`config.mk`:
```
export PLATFORM = sky130hd
export DESIGN_NAME = cnt_req_ctrl
export DESIGN_NICKNAME = d
export VERILOG_FILES = /design/src/rtl/cnt_req_pkg.sv /design/src/rtl/pend_cnt.sv /design/src/rtl/cnt_req_ctrl.sv
export SDC_FILE = /design/constraint.sdc
export NUM_CORES = 1
export LEC_CHECK = 0
export CORE_MARGIN = 1.5
export CORE_UTILIZATION = 44
export DETAILED_ROUTE_END_ITERATION = 12
export GPL_ROUTABILITY_DRIVEN = 0
export HOLD_SLACK_MARGIN = 0.1
export PLACE_DENSITY = 0.7
export SYNTH_ARGS = -nofsm -noshare
export SYNTH_HDL_FRONTEND = slang
export SYNTH_SLANG_ARGS = --single-unit
```
`constraint.sdc`:
```
create_clock -name clk -period 2.1 [get_ports clk]
set_clock_uncertainty 0.1 [all_clocks]
set_input_delay 0.21 -clock clk [delete_from_list [all_inputs] [get_ports clk]]
set_output_delay 0.21 -clock clk [all_outputs]
set_load 0.05 [all_outputs]
```
`src/rtl/cnt_req_pkg.sv`:
```
// Shared types and constants for the counter request controller.
package cnt_req_pkg;

  // Width of the downstream up/down counter value.
  localparam int unsigned CNT_W = 4;

  // Controller FSM states.
  typedef enum logic [1:0] {
    StIdle,
    StIssueUp,
    StIssueDown,
    StSettle
  } state_e;

endpackage

```
`src/rtl/pend_cnt.sv`:
```
// Pending-credit counter. inc and dec in the same cycle cancel.
// Increments are ignored when full and decrements when empty, so the count never wraps.
module pend_cnt #(
  parameter int unsigned PEND_W = 3
) (
  input  logic clk,
  input  logic rst,
  input  logic inc,
  input  logic dec,
  output logic full,
  output logic nonzero
);

  logic [PEND_W-1:0] count_q, count_d;

  assign full    = &count_q;
  assign nonzero = |count_q;

  // Next credit count.
  always_comb begin
    count_d = count_q;
    if (inc && !dec && !full) begin
      count_d = count_q + PEND_W'(1);
    end else if (dec && !inc && nonzero) begin
      count_d = count_q - PEND_W'(1);
    end
  end

  // Credit register, synchronous active-low clear.
  always_ff @(posedge clk) begin
    if (!rst) begin
      count_q <= '0;
    end else begin
      count_q <= count_d;
    end
  end

endmodule

```
`src/rtl/cnt_req_ctrl.sv`:
```
// Upstream controller for the 4-bit up/down counter stage.
// Queues producer requests as credits and issues one-cycle step enables,
// dropping steps that would push the counter past MAX_CNT / MIN_CNT.
// Build option: define CNT_REQ_SAT_STICKY_EN to make sat_drop a sticky flag
// that holds until reset; otherwise it pulses once per dropped request.
module cnt_req_ctrl
  import cnt_req_pkg::*;
#(
  parameter int unsigned PEND_W  = 3,
  parameter int unsigned MAX_CNT = 15,
  parameter int unsigned MIN_CNT = 0
) (
  input  logic             clk,
  input  logic             rst,
  input  logic             up_req,
  input  logic             down_req,
  output logic             req_ready,
  input  logic [CNT_W-1:0] cnt_val,
  output logic             up_cnt_en,
  output logic             down_cnt_en,
  output logic             busy,
  output logic             sat_drop
);

  localparam logic [CNT_W-1:0] MaxVal = CNT_W'(MAX_CNT);
  localparam logic [CNT_W-1:0] MinVal = CNT_W'(MIN_CNT);

  state_e state_q, state_d;
  logic   sat_q;
  logic   up_inc, up_dec, up_full, up_nz;
  logic   dn_inc, dn_dec, dn_full, dn_nz;
  logic   drop;

  assign req_ready = !up_full && !dn_full;

  // Simultaneous up and down requests cancel, so neither credit is taken.
  assign up_inc = req_ready && up_req && !down_req;
  assign dn_inc = req_ready && down_req && !up_req;

  pend_cnt #(
    .PEND_W (PEND_W)
  ) u_up_pend (
    .clk     (clk),
    .rst     (rst),
    .inc     (up_inc),
    .dec     (up_dec),
    .full    (up_full),
    .nonzero (up_nz)
  );

  pend_cnt #(
    .PEND_W (PEND_W)
  ) u_down_pend (
    .clk     (clk),
    .rst     (rst),
    .inc     (dn_inc),
    .dec     (dn_dec),
    .full    (dn_full),
    .nonzero (dn_nz)
  );

  // IDLE decision in priority order; issue states consume one credit each.
  always_comb begin
    state_d = state_q;
    up_dec  = 1'b0;
    dn_dec  = 1'b0;
    drop    = 1'b0;
    unique case (state_q)
      StIdle: begin
        if (up_nz && dn_nz) begin
          // Opposing credits annihilate without touching the counter.
          up_dec = 1'b1;
          dn_dec = 1'b1;
        end else if (up_nz && (cnt_val == MaxVal)) begin
          up_dec = 1'b1;
          drop   = 1'b1;
        end else if (up_nz) begin
          state_d = StIssueUp;
        end else if (dn_nz && (cnt_val == MinVal)) begin
          dn_dec = 1'b1;
          drop   = 1'b1;
        end else if (dn_nz) begin
          state_d = StIssueDown;
        end
      end
      StIssueUp: begin
        up_dec  = 1'b1;
        state_d = StSettle;
      end
      StIssueDown: begin
        dn_dec  = 1'b1;
        state_d = StSettle;
      end
      // Gives the counter one edge so cnt_val is current at the next decision.
      StSettle: begin
        state_d = StIdle;
      end
      default: begin
        state_d = StIdle;
      end
    endcase
  end

  // FSM state and registered saturation indication.
  always_ff @(posedge clk) begin
    if (!rst) begin
      state_q <= StIdle;
      sat_q   <= 1'b0;
    end else begin
      state_q <= state_d;
`ifdef CNT_REQ_SAT_STICKY_EN
      sat_q   <= sat_q | drop;
`else
      sat_q   <= drop;
`endif
    end
  end

  // Moore enables decoded from the state register; mutually exclusive by construction.
  assign up_cnt_en   = (state_q == StIssueUp);
  assign down_cnt_en = (state_q == StIssueDown);
  assign sat_drop    = sat_q;
  assign busy        = (state_q != StIdle) || up_nz || dn_nz;

endmodule

```
==> results of run 1 <==
-- cell usage after synthesis (all sizes together) --
master | n | share of area [%]
a211oi | 3 | 3.4
a21boi | 1 | 1.1
a21o | 1 | 1.1
a21oi | 2 | 1.5
a311oi | 1 | 1.3
a31oi | 1 | 0.96
and2 | 1 | 0.96
and3 | 1 | 0.96
and3b | 1 | 1.3
buf | 1 | 0.76
clkbuf | 1 | 0.57
dfxtp | 9 | 28
fa | 2 | 6.1
ha | 3 | 5.7
inv | 4 | 2.3
mux2i | 4 | 6.1
nand2 | 11 | 6.3
nand2b | 3 | 2.9
nand3 | 2 | 1.5
nand4 | 1 | 0.96
nand4b | 2 | 2.7
nor2 | 5 | 2.9
nor3 | 4 | 3.1
nor4 | 1 | 0.96
nor4b | 1 | 1.3
o211a | 1 | 1.5
o211ai | 2 | 2.3
o21a | 1 | 1.1
o21ai | 1 | 0.76
o21ba | 1 | 1.5
o22ai | 1 | 0.96
or3 | 4 | 4.6
xnor2 | 1 | 1.3
xor2 | 1 | 1.3
-- layer usage --
layer  share of wire, %  up-vias  track usage [%]
li1                   -      368                -
met1                 44      354             26.9
met2                 48       25             32.8
met3                4.4       10             4.35
met4                3.5        0             11.6
met5                  0        -                0
-- worst min-delay path, delay by kind of cell (launching register included) --
family,cells,cell delay [ns]
flip-flops,1,0.38
AND/OR/NAND/NOR,1,0.08
AO/OA/AOI/OAI,1,0.05
-- layout by cell type, fill, tap and decap left out, drive strengths merged, types with 2 or more instances in the layout --
cell           synthesis  final
a211oi                 3      3
a21oi                  2      2
buf                    1     30
clkbuf                 1      4
clkdlybuf4s50          0      8
dfxtp                  9      9
fa                     2      2
ha                     3      3
inv                    4      4
mux2i                  4      4
nand2                 11     11
nand2b                 3      3
nand3                  2      2
nand4b                 2      2
nor2                   5      5
nor3                   4      4
o211ai                 2      2
or3                    4      4
-- metrics by stage --
step	util, %	total power, µW
2_1_floorplan	-	934
3_3_place_gp	71.2	1390
3_5_place_dp	71.2	1410
4_1_cts	74.6	1590
5_1_grt	77.8	1840
6_report	77.8	1720
-- worst paths after layout --
kind | startpoint | to | slack (ns) | cells after the start
worst min-delay path | u_down_pend.count_q[1]$_SDFFE_PN0P_ | u_down_pend.count_q[1]$_SDFFE_PN0P_ | 0.46 | 2
worst max-delay path | u_up_pend.count_q[2]$_SDFFE_PN0P_ | u_down_pend.count_q[1]$_SDFFE_PN0P_ | -0.15 | 7
worst max register to register | u_up_pend.count_q[2]$_SDFFE_PN0P_ | u_down_pend.count_q[1]$_SDFFE_PN0P_ | -0.15 | 7
worst min register to register | u_down_pend.count_q[1]$_SDFFE_PN0P_ | u_down_pend.count_q[1]$_SDFFE_PN0P_ | 0.46 | 2
-- sequential cells by signal, summed over array words and instances (netlist names) --
name and cells:
u_down_pend.count_q 3, u_up_pend.count_q 3, state_q 2, sat_drop 1
-- power by group through the flow --
stage          clock network [µW]  registers, µW  logic, µW
2_1_floorplan                   0            307        628
3_3_place_gp                    0            291       1100
3_5_place_dp                    0            294       1110
4_1_cts                       143            294       1150
5_1_grt                       150            308       1380
6_report                      139            301       1280
-- timing repair --
item	4_1_cts	5_1_grt
gates cloned	0	0
setup buffers	0	2
pin swaps	1	4
gates resized for setup	5	7
hold endpoints to repair	0	0
endpoints found under the setup margin	3	3
-- cell type report --
type / count / area, µm² / area share, %
clock buffers: 4 / 26.3 / 2.50
inverters: 4 / 15.0 / 1.43
multi-input cells: 64 / 502 / 47.7
flip-flops and latches: 9 / 184 / 17.5
well taps: 15 / 18.8 / 1.79
repair buffers: 38 / 305 / 29.0
-- cells by family (layout without fill, tap and decap cells) --
kind of cell / count (synthesis) / in the layout
AO/OA/AOI/OAI: 16 / 16
XOR/XNOR: 2 / 2
adder cells (fa/ha/maj): 5 / 5
buffers and inverters: 6 / 46
flip-flops: 9 / 9
multiplexers: 4 / 4
AND/OR/NAND/NOR: 37 / 37
==> results.yml, run 1 <==
run_status:
  status: "complete, but fails checks"
  violations: "negative setup slack"
timing:
  max_freq_ghz: 0.444
  finalWorstSetupSlack_ns: -0.150
  slew_headroom_pct: 67.3
  worst_pin_slew_ns: 0.490
  finalSetupViolCount: 3
  fin_crit_sh_pct: 107
  maxSlewViolCount: 0
  final_hold_viol_count: 0
  fin_crit_ns: 2.25
  setup_tns_ns: -0.293
  whs_ns: 0.458
  grt_setup_unrepaired: "true"
yosys:
  synth_simple_gate_area_share_pct: 30.4
  synth-compound-area-share_pct: 17.8
  ys_types: 35
  yosys_warnings: 0
  synth_adder_area_share_pct: 11.9
  synthXorXnorAreaFrac_pct: 2.68
  seq_area_frac_synth_pct: 27.5
  syn-cell-area_um2: 654
  ys_seq_elements: 9
  synth_cells: 79
  synth_top_family_by_area: "simple AND/OR/NAND/NOR gates"
  syn_avg_cell_area_um2: 8.28
  synthMuxAreaShare_pct: 6.12
  syn-num-nets: 92
floorplan:
  num_io_pins: 13
  coreArea_mm2: 0.00135
  start_util_pct: 48.5
  die_w_um: 41.6
  dieArea_mm2: 0.00173
  rows: 13
  die_h_um: 41.6
finish:
  layout.cells.non_filler: 134
  fill_cells: 104
  n_antenna_cell: 0
  syn_to_final_growth_pct: 60.6
  layout-drive-gt1-share_pct: 42.0
  layout.nets: 133
  final_design_area_no_fill_mm2: 0.00105
clocking:
  cts_inserted_buffers: 3
  htree_levels: 1
  root_buffer: "clkbuf_4"
  cts_num_sinks: 9
  clockBufferDepth: 2
  clk_pin_slew_worst_paths_ns: 0.07
  clk_latency_ns: 0.26
  cts_tree: "built"
  holdBufCountCts: 0
pwr:
  irDropWorstVdd_mv: 1.40
  p_leak_uw: 0.000466
  p_int_uw: 963
  p_sw_share_pct: 43.8
  seq_power_share_pct: 17.5
  powerDensity_mw_per_mm2: 1630
  comb_power_share_pct: 74.4
  netSwitchingPower_uw: 752
  power_frac_clock_pct: 8.1
setup_path:
  start_kind: "flop"
  cp_common_cell: "or3_4"
  crit_buf_inv: 0
  cp.arrival_ns: 2.35
  critPathKind: "flop to flop"
  crit_fanout: 2
  crit_chain: "or3_4, o211a_1, or3_4, fa_2, nand2_1, a21o_1, o21ai_1"
  worstSetupEndpointType: "flop"
  crit_required_ns: 2.20
  crit_family: "simple AND/OR/NAND/NOR gates"
  slowest_delay_ns: 0.52
  slowest_stage: "fa_2"
detailed_routing:
  detail_route.iter0.violations: 14
  ant_nets: 0
  wirelength_um: 1880
  avgRoutedWirePerCell_um: 14.1
  num_vias: 757
  viasPerCell: 5.65
  route.detailed.drc: 0
  drt_pass1_iterations: 4
global_route:
  grt_max_degree: 14
  antenna_found_initial: 0
  grt.overflow.total: 0
  grt_pass1_wl_um: 2820
  grtUsageTotal_pct: 21.0
  grt_pass1_vias: 669
place:
  dp_hpwl_um: 1320
  place_ws_ns: -0.223
  dpl_cell_area_um2: 961
  portBuffers: 12
  placed_cells: 128
min_path:
  min_path_type: "flop to flop"
flow_run:
  cap_viol_max_count: 0
(Power assumes the default switching activity.)
==> run 2, diff against run 1 <==
ABC_AREA = 1   (was default)
CORE_UTILIZATION = 45   (was 44)
==> results.yml, run 2 <==
run_status:
  status: "complete, no violations"
yosys:
  synth-compound-area-share_pct: 10.3
  yosysMostFrequentCell: "nand2_1"
  synthArstFlopShare_pct: 0
  netlist_top_cells_area: "dfxtp_1 25%, nand2_1 10%, inv_1 8.0%, nor2_1 7.4%, nand3_1 6.4%"
  ys_seq_elements: 9
  synthMuxAreaShare_pct: 0
  synthXorXnorAreaFrac_pct: 0
  synthTopCellsByCount: "19 x nand2_1, 15 x inv_1, 14 x nor2_1"
  synth_adder_area_share_pct: 11.0
  synth_top_family_by_area: "simple AND/OR/NAND/NOR gates"
  syn-cell-area_um2: 707
  syn-num-nets: 117
  yosys_warnings: 0
  syn_avg_cell_area_um2: 6.80
  synth_top_area_share_pct: 25.5
  seq_area_frac_synth_pct: 25.5
  synth_simple_gate_area_share_pct: 43.7
  ys_types: 20
  synth_cells: 104
  synth_top_area_cell: "dfxtp_1"
  synthFlopType: "dfxtp_1"
  synth_edf_count: 0
global_route:
  antenna_found_initial: 0
  grt_max_degree: 6
  grt_pass1_wl_um: 2550
  grtUsageTotal_pct: 19.0
  grt.overflow.total: 0
  grt_pass1_vias: 657
clocking:
  clk_latency_ns: 0.27
  root_buffer: "clkbuf_4"
  clockBufferDepth: 2
  cts_tree: "built"
  htree_levels: 1
  cts_inserted_buffers: 3
  cts_num_sinks: 9
  clk_pin_slew_worst_paths_ns: 0.06
finish:
  layout.nets: 137
  n_antenna_cell: 0
  layout-drive-gt1-share_pct: 26.8
  multi_input_area_um2: 480
  regArea_um2: 184
  reg.largest.list: "u_down_pend.count_q: 3 flops, u_up_pend.count_q: 3 flops, state_q: 2 flops"
  layout_common_cells: "18 x nand2_1, 15 x inv_1, 14 x nor2_1"
  final_common_cell: "nand2_1"
  syn_to_final_growth_pct: 31.7
  layout.cells.non_filler: 139
  fill_cells: 151
  fin_util_pct: 62.5
setup_path:
  start_kind: "flop"
  timing.rr.start: "u_down_pend.count_q[0]$_SDFFE_PN0P_"
  cp.arrival_ns: 2.07
  crit_fanout: 5
  worstSetupEndpointType: "flop"
  crit_required_ns: 2.15
  critPathKind: "flop to flop"
  critPathLaunch: "u_down_pend.count_q[0]$_SDFFE_PN0P_"
pwr:
  p_leak_uw: 0.000427
  netSwitchingPower_uw: 689
  seq_power_share_pct: 21.7
  p_int_uw: 680
  powerDensity_mw_per_mm2: 1470
  irDropWorstVdd_mv: 0.820
  comb_power_share_pct: 68.5
  power_frac_clock_pct: 9.8
  p_sw_share_pct: 50.3
floorplan:
  num_io_pins: 13
  die_h_um: 42.6
  dieArea_mm2: 0.00182
  coreArea_mm2: 0.00149
  die_w_um: 42.6
  start_util_pct: 47.5
  rows: 14
timing:
  setup_tns_ns: 0
  max_freq_ghz: 0.497
  worst_pin_slew_ns: 0.491
  final_hold_viol_count: 0
  fin_crit_ns: 2.01
  finalSetupViolCount: 0
  fin_crit_sh_pct: 95.8
  maxSlewViolCount: 0
  slew_headroom_pct: 67.2
detailed_routing:
  avgRoutedWirePerCell_um: 10.2
  detail_route.iter0.violations: 17
  drt_pass1_iterations: 4
  wirelength_um: 1420
  ant_nets: 0
  route.detailed.drc: 0
  num_vias: 682
  viasPerCell: 4.91
place:
  dp_hpwl_um: 1160
  placed_cells: 135
  portBuffers: 12
min_path:
  holdCritStartpoint: "state_q[1]$_SDFFE_PN0P_"
  min_path_type: "flop to flop"
flow_run:
  cap_viol_max_count: 0
[run 2: cell count changes after synthesis, moves of 4 or more]
cell     delta
inv_1      +11
nor2_1      +9
a21oi_1     +5
nor3_1      -4
nand3_1     +7
nand2_1     +8
mux2i_1     -4
nand2_2     +7
[run 2: kinds of logic after synthesis]
kind of cell               Yosys count
AOI/OAI and AO/OA                   13
adders and majority gates            5
buffers and inverters               18
DFF                                  9
and+or+nand+nor                     59
[run 2: worst max-delay path: stages, from the launching register on]
cell and delay [ns]:
dfxtp_1 0.37, nor2_1 0.15, nand2_2 0.09, nand3_2 0.11, nand3_2 0.11, nor2_4 0.11, inv_2 0.05, fa_1 0.38
nand3b_1 0.22, a21oi_2 0.16, nor2_1 0.06
[run 2: layout make-up]
type / instances / area share [%]
clock buffers: 4 / 2.82
well taps: 16 / 2.15
multi-input cells: 77 / 51.6
repair buffers: 15 / 16.4
flip-flops and latches: 9 / 19.8
inverters: 18 / 7.26
[run 2: power by group through the flow]
stage	Sequential (µW)	Clock [µW]	Combinational, µW
2_1_floorplan	285	0	658
3_3_place_gp	292	0	888
3_5_place_dp	293	0	909
4_1_cts	289	143	912
5_1_grt	303	149	1060
6_report	297	134	937
[run 2: worst paths after layout]
check,slack [ns],end,depth (start not counted)
max,0.09,u_up_pend.count_q[2]$_SDFFE_PN0P_,10
min,0.41,state_q[1]$_SDFFE_PN0P_,2
max reg2reg,0.09,u_up_pend.count_q[2]$_SDFFE_PN0P_,10
min reg2reg,0.41,state_q[1]$_SDFFE_PN0P_,2
[run 2: per-stage QoR]
| stage | hold WS (ns) | power (µW) | worst slack [ns] | instance area [µm²] |
|---|---|---|---|---|
| after floorplan | 0.230 | 943 | 0.00901 | 707 |
| final | 0.409 | 1370 | 0.0886 | 931 |
| after CTS | 0.423 | 1340 | 0.00704 | 906 |
| after detailed placement | 0.411 | 1200 | 0.00346 | 880 |
| after global placement | 0.405 | 1180 | 0.0572 | 880 |
| after global routing | 0.443 | 1510 | -0.0167 | 931 |
[run 2: what timing repair did]
action	4_1_cts	5_1_grt
buffers inserted	0	0
gates resized for setup	0	8
setup endpoints to repair	0	2
hold buffers	0	0
endpoints found under the hold margin	0	0
[run 2: routing by layer]
layer  GRT usage, %  routed length, µm  up-vias
met3           7.76                 65        2
met5              0                  0        -
met2           34.2                763       12
li1               -                  -      367
met4           7.50                 10        0
met1           19.0                578      301
==> run 3, diff against run 2 <==
CORE_ASPECT_RATIO = 0.75   (was default)
CORE_UTILIZATION = 30   (was 45)
PLACE_DENSITY = 0.49   (was 0.7)
SYNTH_HIERARCHICAL = 1   (was default)
==> results.yml, run 3 <==
setup_path:
  crit_buf_inv: 4
  worstSetupEndpointType: "flop"
  slowest_delay_ns: 0.38
  crit_chain: "buf_6, nand3_4, inv_2, nor2_4, inv_2, nor3_4, inv_1, nor2_2, nand2_2, fa_2, nand2_2, nand3_2, nand2_1, nor2_1"
  crit_family: "simple AND/OR/NAND/NOR gates"
  cp.arrival_ns: 2.09
  crit_required_ns: 2.16
  start_kind: "flop"
  critPathKind: "flop to flop"
  slowest_stage: "fa_2"
  crit_fanout: 3
pwr:
  p_leak_uw: 0.000570
  powerDensity_mw_per_mm2: 1590
  irDropWorstVdd_mv: 0.743
floorplan:
  die_h_um: 45.6
  coreArea_mm2: 0.00229
  num_io_pins: 13
  die_w_um: 59.7
  rows: 15
  dieArea_mm2: 0.00272
  start_util_pct: 31.6
timing:
  fin_crit_ns: 2.03
  finalSetupViolCount: 0
  slew_headroom_pct: 67.1
  worst_pin_slew_ns: 0.492
  max_freq_ghz: 0.492
  fin_crit_sh_pct: 96.7
  finalWorstSetupSlack_ns: 0.0688
  maxSlewViolCount: 0
  grt_setup_unrepaired: "true"
  final_hold_viol_count: 0
clocking:
  clk_latency_ns: 0.27
  clk_pin_slew_worst_paths_ns: 0.06
  root_buffer: "clkbuf_4"
  clockBufferDepth: 2
  cts_num_sinks: 9
  cts_inserted_buffers: 3
  cts_tree: "built"
  htree_levels: 1
place:
  place_ws_ns: -0.127
  dpl_cell_area_mm2: 0.00104
  portBuffers: 12
  dp_hpwl_um: 1380
yosys:
  yosysMostFrequentCell: "nor2_1"
  synth_top_area_share_pct: 24.9
  synth_edf_count: 0
  synthArstFlopShare_pct: 0
  netlist_top_cells_area: "dfxtp_1 25%, nor2_1 13%, nand2_1 10%, inv_1 9.8%, nand2_2 7.8%"
  syn_avg_cell_area_um2: 6.14
  seq_area_frac_synth_pct: 24.9
  ys_types: 19
  synth_top_area_cell: "dfxtp_1"
  synthFlopType: "dfxtp_1"
  synthTopCellsByCount: "25 x nor2_1, 20 x nand2_1, 19 x inv_1"
  syn-num-nets: 131
  synth_cells: 118
  syn-cell-area_um2: 724
  ys_seq_elements: 9
  yosys_warnings: 6
global_route:
  grt-busiest-layer: "met2"
  grt_use_met1_pct: 18.7
  met2_usage_pct: 20.4
  grt_use_met3_pct: 5.97
  antenna_found_initial: 0
  grt.overflow.total: 0
  grtUsageTotal_pct: 13.8
  grt_pass1_vias: 672
  grt_pass1_wl_um: 2750
  grt_max_degree: 10
finish:
  fin_util_pct: 51.9
  final_design_area_no_fill_mm2: 0.00119
  n_antenna_cell: 0
  fill_cells: 232
  syn_to_final_growth_pct: 64.1
  layout-drive-gt1-share_pct: 53.9
  final_common_cell: "buf_4"
  layout.nets: 168
  reg.largest.list: "u_down_pend/count_q: 3 flops, u_up_pend/count_q: 3 flops, state_q: 2 flops"
  layout_common_cells: "21 x buf_4, 17 x nor2_1, 15 x nand2_2"
flow_run:
  cap_viol_max_count: 0
detailed_routing:
  wirelength_um: 1770
  num_vias: 783
  avgRoutedWirePerCell_um: 9.39
  ant_nets: 0
  route.detailed.drc: 0
  detail_route.iter0.violations: 19
  viasPerCell: 4.16
  drt_pass1_iterations: 5
min_path:
  min_path_type: "flop to flop"
run_status:
  status: "complete, no violations"
==> run 3: cell count changes in the layout (fill, tap and decap cells not counted), sizes merged <==
cell / before / now
nor2: 17 / 29
nand2: 27 / 29
or2: 0 / 1
clkdlybuf4s50: 11 / 8
a21oi: 8 / 4
nand4: 1 / 2
clkinv: 0 / 2
nand3: 13 / 9
buf: 4 / 24
nor3: 0 / 1
inv: 18 / 22
a221oi: 1 / 0
==> run 3: worst min-delay path, delay by kind of cell, from the launching register on <==
family	cells	cell delay [ns]
flip-flops	1	0.32
AND/OR/NAND/NOR	2	0.13
buffers and inverters	1	0.08
==> run 3: power by group <==
part | leakage [µW] | internal, µW | switching, µW | total, µW
Sequential | 0.0000763 | 249 | 73.9 | 323
Combinational | 0.000479 | 636 | 793 | 1430
Clock | 0.0000150 | 73.4 | 64.3 | 138
==> run 3: what timing repair did <==
action | in CTS | in global routing
gates resized for setup | 3 | 30
pin swaps | 5 | 15
hold buffers | 0 | 0
endpoints found under the setup margin | 2 | 4
buffers inserted | 0 | 3
==> run 3: area by class of cell <==
type	count	area, µm²	share of cell area (%)
Tap cell	34	42.5	3.58
Timing Repair Buffer	32	272	22.8
Sequential cell	9	188	15.8
Inverter	24	90.1	7.58
Multi-Input combinational cell	85	571	48.0
Clock buffer	4	26.3	2.21
==> run 3: cell families after synthesis <==
| logic type | synth area share [%] |
|---|---|
| simple gates | 46.5 |
| buf+inv | 12.4 |
| flops | 24.9 |
| compound gates | 5.53 |
| fa+ha+maj | 10.7 |
==> run 3: per-stage QoR <==
step	total power (µW)	hold slack (ns)	cells	TNS, ns
finish	1890	0.460	188	0
global placement	1530	0.412	181	-0.209
global route	2080	0.490	188	-0.0672
detailed placement	1540	0.417	181	-0.259
CTS	1710	0.449	185	0
floorplan	1140	0.223	118	0
==> run 3: final timing paths <==
kind	slack (ns)	end	cells past startpoint	from
worst min-delay path	0.46	u_up_pend/count_q[0]$_SDFFE_PN0P_	3	u_up_pend/count_q[0]$_SDFFE_PN0P_
worst max-delay path	0.07	u_down_pend/count_q[2]$_SDFFE_PN0P_	14	u_up_pend/count_q[2]$_SDFFE_PN0P_
worst min register to register	0.46	u_up_pend/count_q[0]$_SDFFE_PN0P_	3	u_up_pend/count_q[0]$_SDFFE_PN0P_
worst max register to register	0.07	u_down_pend/count_q[2]$_SDFFE_PN0P_	14	u_up_pend/count_q[2]$_SDFFE_PN0P_
==> run 3: per-layer routing <==
metal	part of all wire [%]	up-vias	routed length, µm
met2	49	12	869
met5	0	-	0
met4	0	0	0
met3	3.5	0	62
li1	-	430	-
met1	47	341	833
